`config.mk`:
```
export PLATFORM = sky130hd
export DESIGN_NAME = ps2_kbd_ctrl
export DESIGN_NICKNAME = d
export VERILOG_FILES = /design/src/rtl/ps2_kbd_ctrl.sv
export SDC_FILE = /design/constraint.sdc
export NUM_CORES = 1
export LEC_CHECK = 0
export BUFFER_PORTS_ARGS = -buffer_cell sky130_fd_sc_hd__buf_2
export CAP_MARGIN = 20
export CELL_PAD_IN_SITES_DETAIL_PLACEMENT = 0
export CELL_PAD_IN_SITES_GLOBAL_PLACEMENT = 2
export CORE_MARGIN = 2
export CORE_UTILIZATION = 40
export DETAILED_ROUTE_END_ITERATION = 8
export HOLD_SLACK_MARGIN = 0.15
export MAX_ROUTING_LAYER = met4
export PLACE_DENSITY_LB_ADDON = 0.1
export SLEW_MARGIN = 20
export SYNTH_ARGS = -nofsm -noshare
export SYNTH_HDL_FRONTEND = slang
export SYNTH_SLANG_ARGS = --single-unit
```
`constraint.sdc`:
```
create_clock -name clk_sys -period 2.83 [get_ports clk_sys]
set_input_delay 0.1415 -clock clk_sys [delete_from_list [all_inputs] [get_ports clk_sys]]
set_output_delay 0.1415 -clock clk_sys [all_outputs]
set_load 0.01 [all_outputs]
```
`src/rtl/ps2_kbd_ctrl.sv`:
```
// ps2_kbd_ctrl: keyboard personality sequencer for one ps2_device byte channel.
// Queues scan-set-2 key events, answers host commands and holds LED/typematic/enable state.
module ps2_kbd_ctrl #(
   parameter int KEY_FIFO_BITS = 4,
   parameter int BAT_CYCLES    = 1000000
) (
   input  logic       clk_sys,
   input  logic       reset,
   input  logic       key_valid,
   input  logic [7:0] key_code,
   input  logic       key_ext,
   input  logic       key_brk,
   output logic [7:0] dev_wdata,
   output logic       dev_we,
   input  logic       dev_tx_empty,
   input  logic [8:0] dev_rdata,
   output logic       dev_rd,
   output logic [2:0] leds,
   output logic [6:0] typematic,
   output logic       kbd_enabled,
   output logic       overrun
);
   localparam int AW = KEY_FIFO_BITS;
   localparam logic [23:0] BAT_LOAD = 24'(BAT_CYCLES);
   typedef enum logic [2:0] {S_BAT, S_IDLE, S_RESP, S_PARAM, S_KEY} state_t;

   state_t          state_q, state_d;
   logic [9:0]      fifo_q [1<<AW];
   logic [AW:0]     wp_q, wp_d, rp_q, rp_d;
   logic [23:0]     bat_q, bat_d;
   logic [2:0][7:0] resp_q, resp_d;
   logic [1:0]      resp_n_q, resp_n_d, step_q, step_d, hold_q, hold_d;
   logic            param_q, param_d, pf3_q, pf3_d;
   logic [7:0]      last_q, last_d, wdata_q, wdata_d;
   logic            we_q, we_d, take_q, take;
   logic [2:0]      leds_q, leds_d;
   logic [6:0]      typ_q, typ_d;
   logic            en_q, en_d, ovr_q, ovr_d;
   logic            full, empty, push, pop, flush, can_tx, emit, sel_e0, sel_f0;
   logic [7:0]      tx_byte, host;
   logic [9:0]      head;

   assign empty  = wp_q == rp_q;
   assign full   = (wp_q[AW] != rp_q[AW]) && (wp_q[AW-1:0] == rp_q[AW-1:0]);
   assign head   = fifo_q[rp_q[AW-1:0]];
   assign push   = key_valid && en_q && !full;
   assign take   = dev_rdata[8] && !take_q;
   assign host   = dev_rdata[7:0];
   // hold_q masks the device's stale empty flag right after a write
   assign can_tx = dev_tx_empty && !dev_rdata[8] && hold_q == 2'd0;
   assign sel_e0 = step_q == 2'd0 && head[9];
   assign sel_f0 = !sel_e0 && step_q != 2'd2 && head[8];

   always_comb begin
      state_d  = state_q;
      bat_d    = (state_q == S_BAT && bat_q != 24'd0) ? bat_q - 24'd1 : bat_q;
      resp_d   = resp_q;
      resp_n_d = resp_n_q;
      step_d   = step_q;
      hold_d   = (hold_q != 2'd0) ? hold_q - 2'd1 : 2'd0;
      param_d  = param_q;
      pf3_d    = pf3_q;
      last_d   = last_q;
      wdata_d  = wdata_q;
      we_d     = 1'b0;
      leds_d   = leds_q;
      typ_d    = typ_q;
      en_d     = en_q;
      ovr_d    = ovr_q || (key_valid && en_q && full);
      pop      = 1'b0;
      flush    = 1'b0;
      emit     = 1'b0;
      tx_byte  = 8'h00;
      if (take) begin
         step_d   = 2'd0;
         param_d  = 1'b0;
         resp_d   = {16'h0000, 8'hFA};
         resp_n_d = 2'd1;
         state_d  = S_RESP;
         if (state_q == S_PARAM && host < 8'hED) begin
            leds_d = pf3_q ? leds_q : host[2:0];
            typ_d  = pf3_q ? host[6:0] : typ_q;
         end else begin
            case (host)
               8'hFF: begin
                  flush   = 1'b1;
                  ovr_d   = 1'b0;
                  leds_d  = 3'd0;
                  en_d    = 1'b1;
                  typ_d   = 7'h2B;
                  bat_d   = BAT_LOAD;
                  state_d = S_BAT;
               end
               8'hFE: resp_d[0] = last_q;
               8'hEE: resp_d[0] = 8'hEE;
               8'hF2: begin
                  resp_d   = {8'h83, 8'hAB, 8'hFA};
                  resp_n_d = 2'd3;
               end
               8'hF4: en_d = 1'b1;
               8'hF5: begin
                  en_d  = 1'b0;
                  flush = 1'b1;
               end
               8'hF6: begin
                  en_d  = 1'b1;
                  typ_d = 7'h2B;
               end
               8'hED, 8'hF3: begin
                  param_d = 1'b1;
                  pf3_d   = host == 8'hF3;
               end
               default: ;
            endcase
         end
      end else if (resp_n_q != 2'd0) begin
         if (can_tx) begin
            emit     = 1'b1;
            tx_byte  = resp_q[0];
            resp_d   = {8'h00, resp_q[2:1]};
            resp_n_d = resp_n_q - 2'd1;
         end
      end else begin
         case (state_q)
            S_BAT: if (bat_q == 24'd0) begin
               resp_d[0] = 8'hAA;
               resp_n_d  = 2'd1;
               state_d   = S_RESP;
            end
            S_RESP: state_d = param_q ? S_PARAM : S_IDLE;
            S_IDLE: if (!empty && en_q) state_d = S_KEY;
               else if (ovr_q && empty && can_tx) begin
                  emit  = 1'b1;
                  ovr_d = 1'b0;
               end
            S_KEY: if (can_tx) begin
               emit    = 1'b1;
               tx_byte = sel_e0 ? 8'hE0 : sel_f0 ? 8'hF0 : head[7:0];
               step_d  = sel_e0 ? 2'd1 : sel_f0 ? 2'd2 : 2'd0;
               pop     = !sel_e0 && !sel_f0;
               state_d = pop ? S_IDLE : S_KEY;
            end
            default: ;
         endcase
      end
      if (emit) begin
         we_d    = 1'b1;
         wdata_d = tx_byte;
         last_d  = tx_byte;
         hold_d  = 2'd3;
      end
      wp_d = flush ? '0 : wp_q + {{AW{1'b0}}, push};
      rp_d = flush ? '0 : rp_q + {{AW{1'b0}}, pop};
   end

   always_ff @(posedge clk_sys) begin
      if (push) fifo_q[wp_q[AW-1:0]] <= {key_ext, key_brk, key_code};
   end

   always_ff @(posedge clk_sys or posedge reset) begin
      if (reset) begin
         state_q  <= S_BAT;
         bat_q    <= BAT_LOAD;
         wp_q     <= '0;
         rp_q     <= '0;
         resp_q   <= '0;
         resp_n_q <= 2'd0;
         step_q   <= 2'd0;
         hold_q   <= 2'd0;
         param_q  <= 1'b0;
         pf3_q    <= 1'b0;
         last_q   <= 8'h00;
         wdata_q  <= 8'h00;
         we_q     <= 1'b0;
         take_q   <= 1'b0;
         leds_q   <= 3'd0;
         typ_q    <= 7'h2B;
         en_q     <= 1'b1;
         ovr_q    <= 1'b0;
      end else begin
         state_q  <= state_d;
         bat_q    <= bat_d;
         wp_q     <= wp_d;
         rp_q     <= rp_d;
         resp_q   <= resp_d;
         resp_n_q <= resp_n_d;
         step_q   <= step_d;
         hold_q   <= hold_d;
         param_q  <= param_d;
         pf3_q    <= pf3_d;
         last_q   <= last_d;
         wdata_q  <= wdata_d;
         we_q     <= we_d;
         take_q   <= take;
         leds_q   <= leds_d;
         typ_q    <= typ_d;
         en_q     <= en_d;
         ovr_q    <= ovr_d;
      end
   end

   assign dev_wdata   = wdata_q;
   assign dev_we      = we_q;
   assign dev_rd      = take_q;
   assign leds        = leds_q;
   assign typematic   = typ_q;
   assign kbd_enabled = en_q;
   assign overrun     = ovr_q;
endmodule
```
==> summary.txt <==
Timing
  – Clk_skew: between 0.009 and 0.01 ns
  – Final hold slack: 0.174 ns
  – Fin. Hold Viols: 0
  – Slew headroom: around 57%
  – Final worst slack: 0.291 ns
  – Crit share post-route: between 80% and 90%
  – Setup TNS: 0 ns
  – Final Setup Violations: 0
  – Minimum clock period: 2.54 ns
  – Slew of the pin with the lowest slew margin: between 0.6 and 0.7 ns
  – RSZ-0062 raised after global routing: no
  – Max Clock Freq: roughly 0.39 GHz
  – Pins Over Slew Limit: 0

Power and ir drop
  – Tot Pwr: ~9300 uW
  – Gate power share: ~16%
  – Psw: 2520 uW
  – Pwr Density: 783 nW/um2
  – Leakage: 0.00414 uW
  – Seq pwr share: slightly below 50%
  – Clock share of power: 35.5%
  – Sw Share: a little over a quarter
  – VDD IR max: 517 uV
  – Internal power: a little under 7000 uW

Synthesis
  – Yosys warnings: 0
  – Simple-gate share of the synthesized area: between 10% and 20%
  – Post-synth net total: between 700 and 800
  – Post-Synth Adder-Cell Area: less than 1%
  – Yosys top cell area share: about 48%
  – Ys async rst share: roughly a third
  – EDFF count, synth: 160
  – Post-synthesis cell count: about 700
  – Cell taking the most area after synthesis: edfxtp_1
  – Yosys reg bits: 237
  – Top post-synthesis cells by area: edfxtp_1 (48%), dfrtp_1 (16%), mux4_2 (7.6%)
  – Mux cell area share after synthesis: a little under a tenth
  – Largest family of logic cells by synthesized area: simple AND/OR/NAND/NOR gates
  – Synthesized area per cell: about 15 um2
  – Register area share after synthesis: 67.1%
  – Post-synth cell types: between 60 and 70
  – Syn Std Cell Area: 10100 um2
  – Post-synthesis compound-gate area fraction: under 10%
  – Top_reg_cell synth: edfxtp_1
  – Post-synthesis xor/xnor area fraction: 2.53%

Setup path
  – Worst r2r dst: dev_wdata[6]
  – CP required: about 3.2 ns
  – R2R setup slack: a little under 0.3 ns
  – Crit Path Max Fanout: 32
  – Worst reg2reg startpoint: rp_q[0]
  – Reg2reg path depth: 7
  – Startpoint of the worst setup timing path: rp_q[0]
  – Kind of critical path: flip-flop to flip-flop
  – Crit start category: flip-flop
  – WP data arrival: between 2 and 3 ns
  – Worst setup path endpoint: dev_wdata[6]
  – Critical path capture point type: flip-flop

Floorplan
  – Std cell rows: 58
  – Area of the core: 24900 um2
  – I/O pin count: 45
  – Starting Density: around two fifths
  – Die Height: ~160 um
  – DIE WIDTH: between 150 and 200 um
  – Die area: approximately 26000 um2

Clock network
  – CTS clk-pin slew, worst paths: around 0.060 ns
  – # clock sinks: ~240
  – Root buffer cell: clkbuf_16
  – Inserted Clock Buffers: 26
  – Clk_lat worst skew: 0.53 ns
  – CTS tree: built
  – Htree depth: 1
  – Clock Path Buffers: 3

Drt
  – Drt first pass iters: 5
  – Vias/cell: 5.42
  – Final WL: 23600 um
  – Routed Antenna Nets: 0
  – DRC: 0
  – Via count: 6153
  – Starting DRT DRC Count: about 400
  – WL/cell: 20.7 um

Placed design
  – Final GP Congestion: 0.779
  – DP HPWL: roughly 16000 um
  – Area of placed instances: 10800 um2
  – # port buffers: 44
  – Setup slack at placement: 0.191 ns

GRT
  – Vias in the first global route: between 6000 and 7000
  – Largest net degree at the start of global routing: 33
  – GRT Overall Usage: roughly a fifth
  – Grt total ovfl: 0
  – Initial antenna violation count: 0
  – First-pass GRT wire length: roughly 37000 um

Layout
  – Most frequent cells in the layout: edfxtp_1 (160), dfrtp_1 (63), nor2_1 (56)
  – Number of nets in the layout: 816
  – Area Growth Syn to Fin: 18.1%
  – Antenna diodes: 0
  – Most common cell after layout, fill and taps aside: edfxtp_1
  – Layout cell share with drive strength beyond 1: 23.7%
  – Post-route cell area: between 10000 and 15000 um2
  – Fillers: between 2000 and 2500

Run status
  – Status: finished clean

Min path
  – Hold Crit Class: primary input to asynchronous set/reset pin

Job
  – Number of max-cap violations: 0
[worst min path at each step]
stage / to / cells after the start / startpoint / slack, ns
floorplan: fifo_q[0][0] / 0 / key_code[0] / 0.24
global placement: hold_q[1] / 2 / reset / 0.18
detailed placement: hold_q[1] / 2 / reset / 0.19
CTS: dev_rd / 3 / reset / 0.17
global route: dev_wdata[3] / 5 / dev_tx_empty / 0.21
finish: hold_q[0] / 3 / reset / 0.17
[critical path, cell delays in order, from the launching register on]
cell and delay, ns:
dfrtp_2 0.44, buf_4 0.17, buf_12 0.27, mux4_2 0.53
a22o_1 0.26, a221oi_1 0.29, a31oi_1 0.17, a221o_1 0.27
[cell families (layout without fill, tap and decap cells)]
group / Yosys count / count (layout)
and+or+nand+nor: 212 / 212
xor gates and xnor gates: 29 / 29
buffers and inverters: 48 / 167
AOI/OAI and AO/OA: 102 / 102
DFF: 237 / 237
adders and majority gates: 6 / 6
muxes: 53 / 53
[final cells by class]
class,instances,area (um2),share of cell area (%)
Clock buffer,36,729,6.14
Clock inverter,11,113,0.948
Inverter,16,61.3,0.516
Multi-Input combinational cell,402,3080,25.9
Sequential cell,237,6750,56.8
Tap cell,330,413,3.48
Timing Repair Buffer,104,736,6.19
[registers in the layout (all words and copies together), names as in the netlist, 2 cells and up]
name       flops
fifo_q       160
wp_q           5
dev_wdata      8
resp_q        10
step_q         2
resp_n_q       2
hold_q         2
typematic      7
state_q        3
rp_q           5
bat_q         24
leds           3
[routing by layer]
metal,track usage (%),part of all wire [%],up-vias,wire (um)
met5,-,0,-,0
li1,-,-,2840,-
met2,29.4,46,139,10900
met1,27.2,48,3142,11400
met4,4.34,1.7,0,396
met3,2.37,4.0,32,935
[through the flow]
step | cells | util [%]
5_1_grt | 1136 | 47.7
3_3_place_gp | 1065 | 43.4
2_1_floorplan | 687 | -
6_report | 1136 | 47.7
3_5_place_dp | 1065 | 43.4
4_1_cts | 1133 | 47.6
[what timing repair did]
item                                   in CTS  in global routing
setup buffers                               0                  3
gates resized for setup                     0                  0
hold buffers                               21                  0
setup endpoints to repair                   0                  1
endpoints found under the hold margin     252                  0
[synthesized netlist by cell type (3+ instances only)]
cell type  number
a21oi_1        15
mux2i_1        19
xnor2_1        22
or4_1           4
nor2b_1        10
dfstp_2        12
a221o_1         3
buf_1           4
a22o_1          4
a211oi_1        3
a22oi_1        15
nand2b_1        9
a221oi_1        3
a31oi_1         7
o41ai_1         3
nor2_1         56
dfrtp_1        65
or3_1           7
nand2_1        42
nand3_1        24
buf_2           9
nor4_1          7
xor2_1          7
nand4_1         3
o21ai_0        28
nor3_1         22
o221a_2         5
edfxtp_1      160
ha_1            6
and3_1          5
inv_1          16
clkbuf_1       12
mux4_2         34
[power by group through the flow]
stage | Clock, uW | Combinational (uW) | Sequential, uW
global placement | 0 | 1440 | 4570
floorplan | 0 | 942 | 4490
finish | 3300 | 1470 | 4530
global route | 3520 | 1640 | 4590
CTS | 3380 | 1490 | 4530
detailed placement | 0 | 1460 | 4600
No activity file was read; power rests on OpenSTA's default activity.
